File: src/rtl/seg_arb_pkg.sv
// Shared types and constants for the seven-segment display arbiter.
// Holds the state enum, owner codes, segment constants and digit table.
package seg_arb_pkg;

  typedef enum logic [1:0] {
    S_IDLE,
    S_DET,
    S_DIG,
    S_TEST
  } state_e;

  localparam logic [1:0] OWN_IDLE = 2'd0;
  localparam logic [1:0] OWN_DET  = 2'd1;
  localparam logic [1:0] OWN_DIG  = 2'd2;
  localparam logic [1:0] OWN_TEST = 2'd3;

  localparam logic [7:0] SEG_DASH  = 8'h02;
  localparam logic [7:0] SEG_ALL   = 8'hFF;
  localparam logic [7:0] SEG_BLANK = 8'h00;

  // Entry 0 sits in the low byte.
  localparam logic [9:0][7:0] DIG_TBL = {
    8'hF7, 8'hFF, 8'hE1, 8'hBF, 8'hB7,
    8'hD3, 8'hE7, 8'h6F, 8'hC1, 8'hFD
  };

  function automatic logic [7:0] seg_enc(
    input logic [3:0] d
  );
    logic [7:0] s;
    s = SEG_BLANK;
    if (d < 4'd10) s = DIG_TBL[d];
    return s;
  endfunction

endpackage

File: src/rtl/seg_display_arbiter_if.sv
// Digit client valid/ready handshake bundle.
// master: dig_valid, dig_value out, dig_ready in; slave: the reverse.
interface seg_display_arbiter_if;
  logic       dig_valid;
  logic [3:0] dig_value;
  logic       dig_ready;

  modport master (
    output dig_valid,
    output dig_value,
    input  dig_ready
  );

  modport slave (
    input  dig_valid,
    input  dig_value,
    output dig_ready
  );
endinterface

File: src/rtl/seg_digit_encoder.sv
// Combinational BCD to segment-pattern encoder, blanks 10..15.
// Ports: i_bcd (4-bit digit), o_seg (8-bit pattern).
module seg_digit_encoder
  import seg_arb_pkg::*;
(
  input  logic [3:0] i_bcd,
  output logic [7:0] o_seg
);
  assign o_seg = seg_enc(i_bcd);
endmodule

File: src/rtl/seg_display_arbiter.sv
// Time-shares the segment output between detector, digit and lamp test.
// Ports: clk, rst_n (sync, active-low), ena, det_pulse, test_req,
//   dig (slave handshake), seg_out, owner, busy.
// Option: SEG_ARB_DET_COUNT_EN shows a saturating detection count.
module seg_display_arbiter
  import seg_arb_pkg::*;
#(
  parameter int HOLD_CYCLES = 16
)(
  input  logic                 clk,
  input  logic                 rst_n,
  input  logic                 ena,
  input  logic                 det_pulse,
  input  logic                 test_req,
  seg_display_arbiter_if.slave dig,
  output logic [7:0]           seg_out,
  output logic [1:0]           owner,
  output logic                 busy
);

  localparam int CW = $clog2(HOLD_CYCLES);
  localparam logic [CW-1:0] LOAD =
    CW'(HOLD_CYCLES - 1);

  state_e        r_state, w_state_nxt;
  logic [CW-1:0] r_cnt, w_cnt_nxt;
  logic [2:0]    r_idx, w_idx_nxt;
  logic          r_pend, w_pend_nxt;
  logic [3:0]    r_dig, w_dig_nxt;
  logic [7:0]    r_seg, w_seg_nxt;
  logic          w_enter;
  logic          w_det;
  logic          w_exp;
  logic          w_go_test;
  logic          w_xfer;
  logic [3:0]    w_enc_in;
  logic [7:0]    w_enc;
`ifdef SEG_ARB_DET_COUNT_EN
  logic [3:0]    r_ndet, w_ndet_nxt;
`endif

  assign w_det = r_pend | det_pulse;
  assign w_exp = (r_cnt == '0);

  assign dig.dig_ready = (r_state == S_IDLE)
    && !r_pend && !det_pulse
    && !test_req && ena;

  assign w_go_test = !w_det && test_req;
  assign w_xfer    = dig.dig_valid
    && dig.dig_ready;

  always_comb begin
    w_state_nxt = r_state;
    w_cnt_nxt   = r_cnt;
    w_idx_nxt   = r_idx;
    w_pend_nxt  = r_pend | det_pulse;
    w_dig_nxt   = r_dig;
    w_enter     = 1'b0;
    unique case (r_state)
      S_IDLE: begin
        unique case (1'b1)
          w_det: begin
            w_state_nxt = S_DET;
            w_enter     = 1'b1;
          end
          w_go_test: begin
            w_state_nxt = S_TEST;
            w_enter     = 1'b1;
          end
          w_xfer: begin
            w_state_nxt = S_DIG;
            w_dig_nxt   = dig.dig_value;
            w_enter     = 1'b1;
          end
          default: ;
        endcase
      end
      S_DET, S_DIG: begin
        if (!w_exp) begin
          w_cnt_nxt = r_cnt - 1'b1;
        end else begin
          w_enter = 1'b1;
          if (w_det)
            w_state_nxt = S_DET;
          else if (test_req)
            w_state_nxt = S_TEST;
          else
            w_state_nxt = S_IDLE;
        end
      end
      S_TEST: begin
        if (!w_exp) begin
          w_cnt_nxt = r_cnt - 1'b1;
        end else if (w_det) begin
          w_state_nxt = S_DET;
          w_enter     = 1'b1;
        end else if (r_idx != 3'd7) begin
          w_idx_nxt = r_idx + 3'd1;
          w_cnt_nxt = LOAD;
        end else begin
          w_enter = 1'b1;
          if (test_req)
            w_state_nxt = S_TEST;
          else
            w_state_nxt = S_IDLE;
        end
      end
    endcase
    if (w_enter) begin
      w_cnt_nxt = LOAD;
      w_idx_nxt = 3'd0;
      if (w_state_nxt == S_DET)
        w_pend_nxt = 1'b0;
    end
  end

`ifdef SEG_ARB_DET_COUNT_EN
  always_comb begin
    w_ndet_nxt = r_ndet;
    if (w_enter && w_state_nxt == S_DET
        && r_ndet != 4'd9)
      w_ndet_nxt = r_ndet + 4'd1;
  end

  assign w_enc_in =
    (w_state_nxt == S_DET) ? w_ndet_nxt
                           : w_dig_nxt;
`else
  assign w_enc_in = w_dig_nxt;
`endif

  seg_digit_encoder u_enc (
    .i_bcd (w_enc_in),
    .o_seg (w_enc)
  );

  always_comb begin
    w_seg_nxt = SEG_DASH;
    unique case (w_state_nxt)
      S_IDLE: w_seg_nxt = SEG_DASH;
`ifdef SEG_ARB_DET_COUNT_EN
      S_DET:  w_seg_nxt = w_enc;
`else
      S_DET:  w_seg_nxt = SEG_ALL;
`endif
      S_DIG:  w_seg_nxt = w_enc;
      S_TEST: w_seg_nxt = 8'h80 >> w_idx_nxt;
    endcase
  end

  always_ff @(posedge clk) begin
    if (!rst_n) begin
      r_state <= S_IDLE;
      r_cnt   <= '0;
      r_idx   <= 3'd0;
      r_pend  <= 1'b0;
      r_dig   <= 4'd0;
      r_seg   <= SEG_DASH;
`ifdef SEG_ARB_DET_COUNT_EN
      r_ndet  <= 4'd0;
`endif
    end else if (ena) begin
      r_state <= w_state_nxt;
      r_cnt   <= w_cnt_nxt;
      r_idx   <= w_idx_nxt;
      r_pend  <= w_pend_nxt;
      r_dig   <= w_dig_nxt;
      r_seg   <= w_seg_nxt;
`ifdef SEG_ARB_DET_COUNT_EN
      r_ndet  <= w_ndet_nxt;
`endif
    end
  end

  always_comb begin
    owner = OWN_IDLE;
    unique case (r_state)
      S_IDLE: owner = OWN_IDLE;
      S_DET:  owner = OWN_DET;
      S_DIG:  owner = OWN_DIG;
      S_TEST: owner = OWN_TEST;
    endcase
  end

  assign busy    = (r_state != S_IDLE);
  assign seg_out = r_seg;

endmodule
File: src/flat_wrapper.sv
// flat-port wrapper written by rule: the top's interface ports become plain ports
module seg_display_arbiter_flat import seg_arb_pkg::*;
#(
  parameter int HOLD_CYCLES = 16
)
  (clk, rst_n, ena, det_pulse, test_req, seg_out, owner, busy, dig_dig_valid, dig_dig_value, dig_dig_ready);
  seg_display_arbiter_if dig_i ();
  input  logic clk;
  input  logic rst_n;
  input  logic ena;
  input  logic det_pulse;
  input  logic test_req;
  output logic [7:0] seg_out;
  output logic [1:0] owner;
  output logic busy;
  input wire logic [$bits(dig_i.dig_valid)-1:0] dig_dig_valid;
  input wire logic [$bits(dig_i.dig_value)-1:0] dig_dig_value;
  output wire logic [$bits(dig_i.dig_ready)-1:0] dig_dig_ready;
  assign dig_i.dig_valid = dig_dig_valid;
  assign dig_i.dig_value = dig_dig_value;
  assign dig_dig_ready = dig_i.dig_ready;
  seg_display_arbiter #(.HOLD_CYCLES(HOLD_CYCLES)) u_core (.clk(clk), .rst_n(rst_n), .ena(ena), .det_pulse(det_pulse), .test_req(test_req), .dig(dig_i), .seg_out(seg_out), .owner(owner), .busy(busy));
endmodule
File: config.mk
export PLATFORM = sky130hd
export DESIGN_NAME = seg_display_arbiter_flat
export DESIGN_NICKNAME = d
export VERILOG_FILES = /design/src/rtl/seg_arb_pkg.sv /design/src/rtl/seg_display_arbiter_if.sv /design/src/rtl/seg_digit_encoder.sv /design/src/rtl/seg_display_arbiter.sv /design/src/flat_wrapper.sv
export SDC_FILE = /design/constraint.sdc
export NUM_CORES = 1
export LEC_CHECK = 0
export ABC_CLOCK_PERIOD_IN_PS = 4550
export CAP_MARGIN = 20
export CORE_ASPECT_RATIO = 1.4
export CORE_UTILIZATION = 45
export DETAILED_ROUTE_END_ITERATION = 16
export PLACE_DENSITY = 0.68
export SYNTH_ARGS = -nofsm -noshare
export SYNTH_HDL_FRONTEND = slang
export SYNTH_HIERARCHICAL = 1
export SYNTH_SLANG_ARGS = --single-unit
File: constraint.sdc
create_clock -name clk -period 4.55 [get_ports clk]
set_input_delay 0.455 -clock clk [delete_from_list [all_inputs] [get_ports clk]]
set_output_delay 0.455 -clock clk [all_outputs]
set_load 0.01 [all_outputs]
== Word-level counts from Yosys, hierarchy flattened ==
Memory sizes are Yosys's and may differ from the RTL's.
Cells that the tools add are included.

* Add/subtract/negate cells: 2
* Multiply operators: 0
* Div/mod/pow operators: 0
* $lt $le $gt $ge: 2
* Equal/unequal tests: 10
* Shift operators: 1
* Mux-type cells: 33
* Bitwise gates (word level): 1
* Reduce and logical (&&, ||, !) cells: 18

{| class="wikitable"
|+ Operators with widths
! kind !! number
|-
| 8-bit one-hot mux with 4 select lines || 1
|-
| 4-bit 2-to-1 mux || 7
|-
| 8-bit 2-to-1 mux || 2
|-
| 3-bit 2-to-1 mux || 5
|-
| 2-bit 2-to-1 mux || 6
|-
| 2-bit one-hot mux with 3 select lines || 2
|-
| 2-bit == test (second input constant) || 4
|-
| 4-bit by 3-bit inequality test with 1-bit output (second input constant) || 2
|-
| 2-bit one-hot mux with 4 select lines || 1
|-
| 4-bit one-hot mux with 2 select lines || 1
|-
| 8-bit by 3-bit right shift with 8-bit output (first input constant) || 1
|-
| 1-bit 2-to-1 mux || 7
|-
| 1-bit logical AND || 6
|-
| 4-bit by 5-bit < comparator with 1-bit output (second input constant) || 1
|-
| 5-bit AND reduction || 1
|-
| 2-bit by 1-bit == test with 1-bit output (second input constant) || 2
|-
| 1-bit logical NOT || 4
|-
| 2-bit logical NOT || 2
|-
| 4-bit logical NOT || 1
|-
| 4-bit < comparator (second input constant) || 1
|-
| 4-bit by 1-bit subtractor with 4-bit output (second input constant) || 1
|-
| 3-bit by 1-bit adder with 3-bit output (second input constant) || 1
|-
| 3-bit by 2-bit inequality test with 1-bit output (second input constant) || 1
|-
| 3-bit inequality test (second input constant) || 1
|-
| 6 further kinds || 6
|}

* Register bits: 22
* Latch bits: 0
* Bits in writable memories: 0
* Memory bits (read-only): 128
* Input bits: 10
* Output and inout port bits: 12
* Word-level logic and storage cells: 74
* Memories kept: 1

{| class="wikitable"
|+ Memories
! memory !! depth !! width !! read ports !! clocked after memory_dff !! write ports !! line !! source
|-
| (no name shown) || 16 || 8 || 1 || 0 || 0 || seg_arb_pkg.sv:32 || <nowiki>if (d < 4'd10) s = DIG_TBL[d];</nowiki>
|}

== Longest topological paths before layout ==
Gate-level depths: netlist of run 1.

* Depth after elaboration: 12
* Depth in mapped cells: 12

== Hierarchy ==
The synthesis of run 1 kept the hierarchy.

{| class="wikitable"
|+ Modules (own cells, without submodules)
! module !! instances !! cells an instance !! area an instance (µm²)
|-
| seg_display_arbiter || 1 || 176 || 1463.9
|-
| seg_digit_encoder || 1 || 27 || 219.0
|}

== Worst setup path before layout of run 1 ==
No wires, ideal clock.

* Kind: input to register
* From: input ena
* To: register u_core.r_seg[4] (netlist: u_core/seg_out[4])
* Library setup time: 70 ps
* Arrival time: 2460 ps
* Required time: 4480 ps
* Slack: 2020 ps
* Stages: 11
* Buffers on the path: 1
* Path through: clkbuf_1 nand3_1 nor3_1 mux2_2 inv_1 ha_1 nor2b_1 nor2_1 o22ai_2 a32oi_1 a21oi_1

* Longest elaborated chain between the ends: 8
* Elaborated cells on any way between the ends: 20
* Those cells by class: 1 x order compare; 3 x eq/ne; 1 x shift; 10 x mux; 4 x reduce/logical; 1 x memory

{| class="wikitable"
|+ RTL lines
! item !! line !! source
|-
| start: declaration || flat_wrapper.sv:10 || <nowiki>input logic ena;</nowiki>
|-
| 1-bit logical AND * || seg_display_arbiter.sv:47 || <nowiki>&& !test_req && ena;</nowiki>
|-
| 1-bit logical AND * || seg_display_arbiter.sv:51 || <nowiki>&& dig.dig_ready;</nowiki>
|-
| 4-bit 2-to-1 mux * || seg_display_arbiter.sv:62 || <nowiki>unique case (1'b1)</nowiki>
|-
| 4-bit 2-to-1 mux * || seg_display_arbiter.sv:60 || <nowiki>unique case (r_state)</nowiki>
|-
| named net u_core.w_dig_nxt[1] || seg_display_arbiter.sv:29 || <nowiki>logic [3:0] r_dig, w_dig_nxt;</nowiki>
|-
| memory read 16 x 8 bit || n/a ||
|-
| 8-bit 2-to-1 mux (not written as such) || seg_arb_pkg.sv:32 ||
|-
| 8-bit 2-to-1 mux * || seg_arb_pkg.sv:32 ||
|-
| named net u_core.w_enc[4] || seg_display_arbiter.sv:37 || <nowiki>logic [7:0] w_enc;</nowiki>
|-
| 8-bit one-hot mux with 4 select lines * || seg_display_arbiter.sv:140 || <nowiki>unique case (w_state_nxt)</nowiki>
|-
| end signal: assignment || seg_display_arbiter.sv:169 || <nowiki>r_seg <= w_seg_nxt;</nowiki>
|-
| end: declaration || seg_display_arbiter.sv:30 || <nowiki>logic [7:0] r_seg, w_seg_nxt;</nowiki>
|}

The timed path passes the listed nets; every way through them passes the cells marked *. The select of a mux whose other input is x is not followed.
A chain may end at the register's enable or synchronous reset.

== Worst setup path after layout of run 1 ==
Same ends and word-level chain as after synthesis.

==> results of run 1 <==
-- worst paths after layout --
check	from	end	slack, ns	depth (start not counted)
max	ena	u_core/seg_out[4]	1.41	12
min	u_core/r_cnt[1]	u_core/r_cnt[1]	0.50	2
max reg2reg	u_core/r_state[1]	u_core/seg_out[4]	1.56	12
min reg2reg	u_core/r_cnt[1]	u_core/r_cnt[1]	0.50	2
-- worst max-delay path: stages --
cell	delay, ns
clkdlybuf4s50_1	0.45
buf_4	0.26
nand3_1	0.20
nor3_1	0.55
mux2_2	0.50
inv_1	0.12
ha_1	0.14
nor2b_1	0.18
nor2_1	0.07
o22ai_2	0.12
a32oi_1	0.08
a21oi_1	0.18
-- state kept, by name (all words and copies together), names as in the netlist --
name and cells:
u_core/r_state 2, u_core/seg_out 8, u_core/r_dig 4, u_core/r_cnt 4
u_core/r_idx 3, u_core/r_pend 1
-- metrics by stage --
step	total power (uW)	cell area, um^2	util, %	instances
after detailed placement	485.4	1902	54.77	256
after global placement	481.3	1902	54.77	256
final	667.2	1973	56.83	260
after global routing	707.3	1973	56.83	260
after floorplan	410.4	1683	-	203
after CTS	669.0	1973	56.83	260
-- kinds of logic after synthesis --
kind of cell | synth area share, %
AOI/OAI and AO/OA | 30.71
xor gates and xnor gates | 0.5205
adders and majority gates | 8.922
buffers and inverters | 5.131
DFF | 26.17
muxes | 5.725
and+or+nand+nor | 22.83
-- cell usage in the layout (no fill, tap or decap), types with 4 or more instances in the layout --
cell type	instances
dfxtp_1	22
clkdlybuf4s50_1	21
o21ai_0	15
nor2_1	13
a21oi_1	13
ha_1	12
nand2_1	11
inv_1	10
mux2_2	5
a31oi_1	5
nor2b_1	5
nand3_1	4
nor3_1	4
and2_1	4
nand3b_1	4
nand4_1	4
mux2i_1	4
a32oi_1	4
o21ai_1	4
-- layout make-up --
type	instances	area, um^2	area share, %
multi-input cells	162	1156	58.59
repair buffers	22	217.7	11.03
well taps	40	50.05	2.536
clock inverters	1	30.03	1.522
clock buffers	3	41.29	2.093
inverters	10	37.54	1.902
flip-flops and latches	22	440.4	22.32
-- per-layer routing --
metal	vias up	wire length, um	track usage, %
li1	786	-	-
met4	0	82	7.895
met3	8	181	2.863
met1	763	1613	25.34
met5	-	0	0
met2	48	2145	41.29
-- power by group --
group | internal [uW] | switching [uW] | total [uW]
clock | 117 | 66.5 | 184
combinational | 112 | 138 | 250
sequential | 214 | 18.9 | 233
==> out/metrics.yaml, run 1 <==
clocking:
  cts_made_buffers: 3
  tritoncts: "yes"
  cts_setup_buffers: 0
  clkTransAtPathRegs_ns: 0.09
  cts_root_buffer: "clkbuf_8"
  ctsResizeCount: 0
  insertion_delay_ns: 0.26
  cts_sinks: 22
  h-tree-depth: 1
  cts_hold_buf: 0
  clk_path_buf_depth: 2
synthesis:
  ys.flop_type: "dfxtp_1"
  synth_most_common_cell: "dfxtp_1"
  ys.warnings.count: 6
  avgSynthCellArea_um2: 8.290
  synth_area_leaders: "dfxtp_1 26%, ha_1 8.9%, o21ai_0 4.5%"
  synth_seq_cells: 22
  synth_top_area_share_pct: 26.17
  synth_cells: 203
  synth_nets: 225
  yosysTopAreaCell: "dfxtp_1"
  synthArstFlopShare_pct: 0
  synth_area_um2: 1683
  seq_area_frac_synth_pct: 26.17
  synth_common_cells: "22 x dfxtp_1, 15 x o21ai_0, 13 x a21oi_1, 13 x nor2_1, 12 x ha_1"
  synth_edf_count: 0
  synth_cell_type_count: 59
floorplan:
  dieWidth_um: 53.69
  dieHeight_um: 74.36
  num_rows: 25
  start_util_pct: 48.47
  die_area_um2: 3992
  io_pins: 22
  coreArea_um2: 3472
grt:
  gr-total-overflow: 0
  grt_max_degree: 25
  grt_usage_pct: 22.40
  grt_pass1_wl_mm: 6.755
  grt_pass1_vias: 1556
  antenna_found_initial: 0
finish:
  drive_above_1_share_pct: 11.82
  final_nets: 243
  diodes: 0
  fillers: 339
  synthToLayoutAreaGrowth_pct: 17.25
worst_setup_path:
  path_class: "in2reg"
  worstSetupEndpointType: "flop"
  cp.required_ns: 4.74
  startpoint_type: "primary input"
  critPathMaxFanout: 24
  cp.arrival_ns: 3.33
sta:
  setup_viol: 0
  slew_violations: 0
  final.min_clock_period_ns: 3.139
  timing.final.crit_share_pct: 68.99
  tns_ns: 0
  worst_pin_slew_ns: 0.6595
  finalHoldViolCount: 0
  relSlewSlack_pct: 55.89
  rsz0062_at_grt: "false"
  whs_ns: 0.5002
  setup_ws_ns: 1.411
  max_freq_ghz: 0.3186
  skew_ns: 0.003152
hold_path:
  hp-class: "reg2reg"
routing:
  ant_nets: 0
  first_pass_iters: 4
  wl_per_cell_um: 15.47
  wl_mm: 4.023
  drt_iter0_drc: 41
  vias: 1605
  viasPerCell: 6.173
  drcViolationCount: 0
outcome:
  status: "finished clean"
job:
  drv_cap: 0
placement:
  gp_congestion: 0.8683
  place_ws_ns: 1.133
  io_buffers: 21
  hpwlAfterDp_mm: 3.070
power:
  cellLeakagePower_uw: 0.0007524
  power_density_nw_per_um2: 338.2
  ir_drop_uv: 191.2
No activity file was read; power rests on OpenSTA's default activity.
==> run 2: changes to the inputs <==
--- a/config.mk
+++ b/config.mk
@@ -5,12 +5,12 @@
 export SDC_FILE = /design/constraint.sdc
 export NUM_CORES = 1
 export LEC_CHECK = 0
-export ABC_CLOCK_PERIOD_IN_PS = 4550
+export ABC_CLOCK_PERIOD_IN_PS = 2620
 export CAP_MARGIN = 20
 export CORE_ASPECT_RATIO = 1.4
 export CORE_UTILIZATION = 45
 export DETAILED_ROUTE_END_ITERATION = 16
-export PLACE_DENSITY = 0.68
+export PLACE_DENSITY = 0.71
 export SYNTH_ARGS = -nofsm -noshare
 export SYNTH_HDL_FRONTEND = slang
 export SYNTH_HIERARCHICAL = 1
==> constraint.sdc (replaced) <==
create_clock -name clk -period 2.62 [get_ports clk]
set_input_delay 0.262 -clock clk [delete_from_list [all_inputs] [get_ports clk]]
set_output_delay 0.262 -clock clk [all_outputs]
set_load 0.01 [all_outputs]
==> run 2 against run 1 <==
  * Critical path depth decreased by 4
  * Clock skew is 0.0015 ns higher
  * Flip-flop and latch count unchanged
  * Sequential power increased by 70%
  * Power increased by 63%
  * Sequential share of layout area shrank 1.5 points
  * Design area up 7.2%
  * Clock-buffer cell count stayed put
  * Critical path type is now reg2reg
  * Largest cell class unchanged
  * Highest routed layer unchanged
==> out/metrics.yaml, run 2 (same netlist as run 1, synthesis figures left out) <==
outcome:
  status: "finished clean"
floorplan:
  num_rows: 25  # unchanged
  die_area_um2: 3992  # unchanged
  coreArea_um2: 3472  # unchanged
  dieHeight_um: 74.36  # unchanged
  dieWidth_um: 53.69  # unchanged
  io_pins: 22  # unchanged
  start_util_pct: 48.47  # unchanged
clocking:
  h-tree-depth: 1  # unchanged
  insertion_delay_ns: 0.26  # about the same
  cts_sinks: 22  # unchanged
  cts_root_buffer: "clkbuf_8"
  cts_setup_buffers: 0  # unchanged
  clk_path_buf_depth: 2  # unchanged
  tritoncts: "yes"
  cts_made_buffers: 3  # unchanged
  clkTransAtPathRegs_ns: 0.08  # about the same
routing:
  drt_iter0_drc: 67  # +63%
  wl_per_cell_um: 14.68  # -5.1%
  first_pass_iters: 4  # unchanged
  drcViolationCount: 0  # unchanged
  ant_nets: 0  # unchanged
  viasPerCell: 5.893  # -4.5%
  wl_mm: 4.125  # +2.5%
  vias: 1656  # +3.2%
grt:
  grt_pass1_vias: 1591  # +2.2%
  grt_max_degree: 24  # -4.0%
  grt_usage_pct: 23.63  # +1.2 points
  antenna_found_initial: 0  # unchanged
  grt_util_met1_pct: 29.59  # +4.2 points
  grt_busiest_layer: "met2"
  gr-total-overflow: 0  # unchanged
  grt_pass1_wl_mm: 7.093  # +5.0%
  grt_use_met2_pct: 41.15  # -0.14 points
  grt_util_met3_pct: 2.249  # -0.61 points
finish:
  drive_above_1_share_pct: 20.33  # +8.5 points
  largest_register_ffs: 8  # unchanged
  mostFrequentLayoutCell: "buf_4"
  fillers: 316  # -6.8%
  final_nets: 265  # +9.1%
  diodes: 0  # unchanged
  final_cell_mix: "23 x buf_4, 22 x dfxtp_1, 21 x clkdlybuf4s50_1, 15 x o21ai_0"
  synthToLayoutAreaGrowth_pct: 25.72
power:
  ir_drop_uv: 295.1  # +54%
  cellLeakagePower_uw: 0.0008534  # +13%
  power_density_nw_per_um2: 515.1  # +52%
placement:
  io_buffers: 21  # unchanged
  gp_congestion: 0.7784  # -10%
  hpwlAfterDp_mm: 3.108  # +1.2%
sta:
  setup_viol: 0  # unchanged
  tns_ns: 0  # unchanged
  final.min_clock_period_ns: 2.448
  relSlewSlack_pct: 67.41  # +12 points
  skew_ns: 0.004669  # +0.001518 ns
  finalHoldViolCount: 0  # unchanged
  whs_ns: 0.4819  # -0.01838 ns
  slew_violations: 0  # unchanged
  worst_pin_slew_ns: 0.4827  # -0.1768 ns
  rsz0062_at_grt: "false"
  timing.final.crit_share_pct: 93.45
  max_freq_ghz: 0.4084
worst_setup_path:
  crit_path_top_delay_cell: "or3b_1"
  cp.arrival_ns: 2.59  # -0.74 ns
  path_class: "reg2reg"
  path_cells: "inv_1 -> ha_1 -> or3b_1 -> o31a_1 -> a221o_1 -> and3b_1 -> a32oi_1 -> a21oi_1"
  critPathMaxFanout: 7  # -71%
  startpoint_type: "flop"
  worstSetupEndpointType: "flop"
  slowest_delay_ns: 0.40  # -0.15 ns
  cp.required_ns: 2.77  # -1.97 ns
job:
  drv_cap: 0  # unchanged
hold_path:
  hp-class: "reg2reg"
==> run 2: changes by cell type in the layout (fill, tap and decap cells not counted) <==
cell	delta
buf_4	+22
bufinv_16	-1
nor2b_1	-1
nor2b_2	+1
nor3_1	-1
nor3_2	+1
==> run 2: metrics by stage <==
stage                     util (%)  instance area (um^2)  power, uW  cells  setup slack, ns
final                        60.94                  2116       1090    281           0.1715
after floorplan                  -                  1683      712.7    203           0.1160
after global routing         60.94                  2116       1170    281         0.008191
after detailed placement     59.53                  2067      884.2    278          0.04183
after CTS                    60.72                  2108       1097    281           0.2009
after global placement       59.53                  2067      879.5    278          0.07704
==> run 2: per-layer routing <==
metal,wire length [um],part of all wire (%),vias up
li1,-,-,827
met1,1727,42,785
met2,2216,54,42
met3,154,3.7,2
met4,26,0.63,0
met5,0,0,-
==> run 2: final timing paths <==
| check | slack (ns) | to | from | cells after the start |
|---|---|---|---|---|
| worst max-delay path | 0.17 | u_core/seg_out[3] | u_core/r_cnt[0] | 8 |
| worst min-delay path | 0.48 | u_core/r_cnt[1] | u_core/r_cnt[1] | 2 |
| worst max register to register | 0.17 | u_core/seg_out[3] | u_core/r_cnt[0] | 8 |
| worst min register to register | 0.48 | u_core/r_cnt[1] | u_core/r_cnt[1] | 2 |
==> run 2: final cells by class <==
cell class	count	area, um^2	area share (%)
inverter	10	37.54	1.774
multi-input combinational	162	1164	55.00
tap	40	50.05	2.365
clock buffer	3	41.29	1.952
timing repair buffer	44	382.9	18.10
sequential	22	440.4	20.82
==> run 2: report_power, final <==
part / switching, uW / leakage, uW / internal (uW)
combinational: 253 / 0.000651 / 231
clock: 107 / 0.0000216 / 103
sequential: 24.2 / 0.000181 / 371
==> run 2: worst max-delay path, delay by kind of cell (launching register included) <==
kind / cells / cell delay (ns)
buf+inv: 1 / 0.09
fa+ha+maj: 1 / 0.24
flops: 1 / 0.32
simple gates: 2 / 0.68
compound gates: 4 / 1.00
==> run 2: what timing repair did <==
item / in CTS / in global routing
setup endpoints to repair: 0 / 2
resized for setup: 0 / 2
hold buffers: 0 / 0
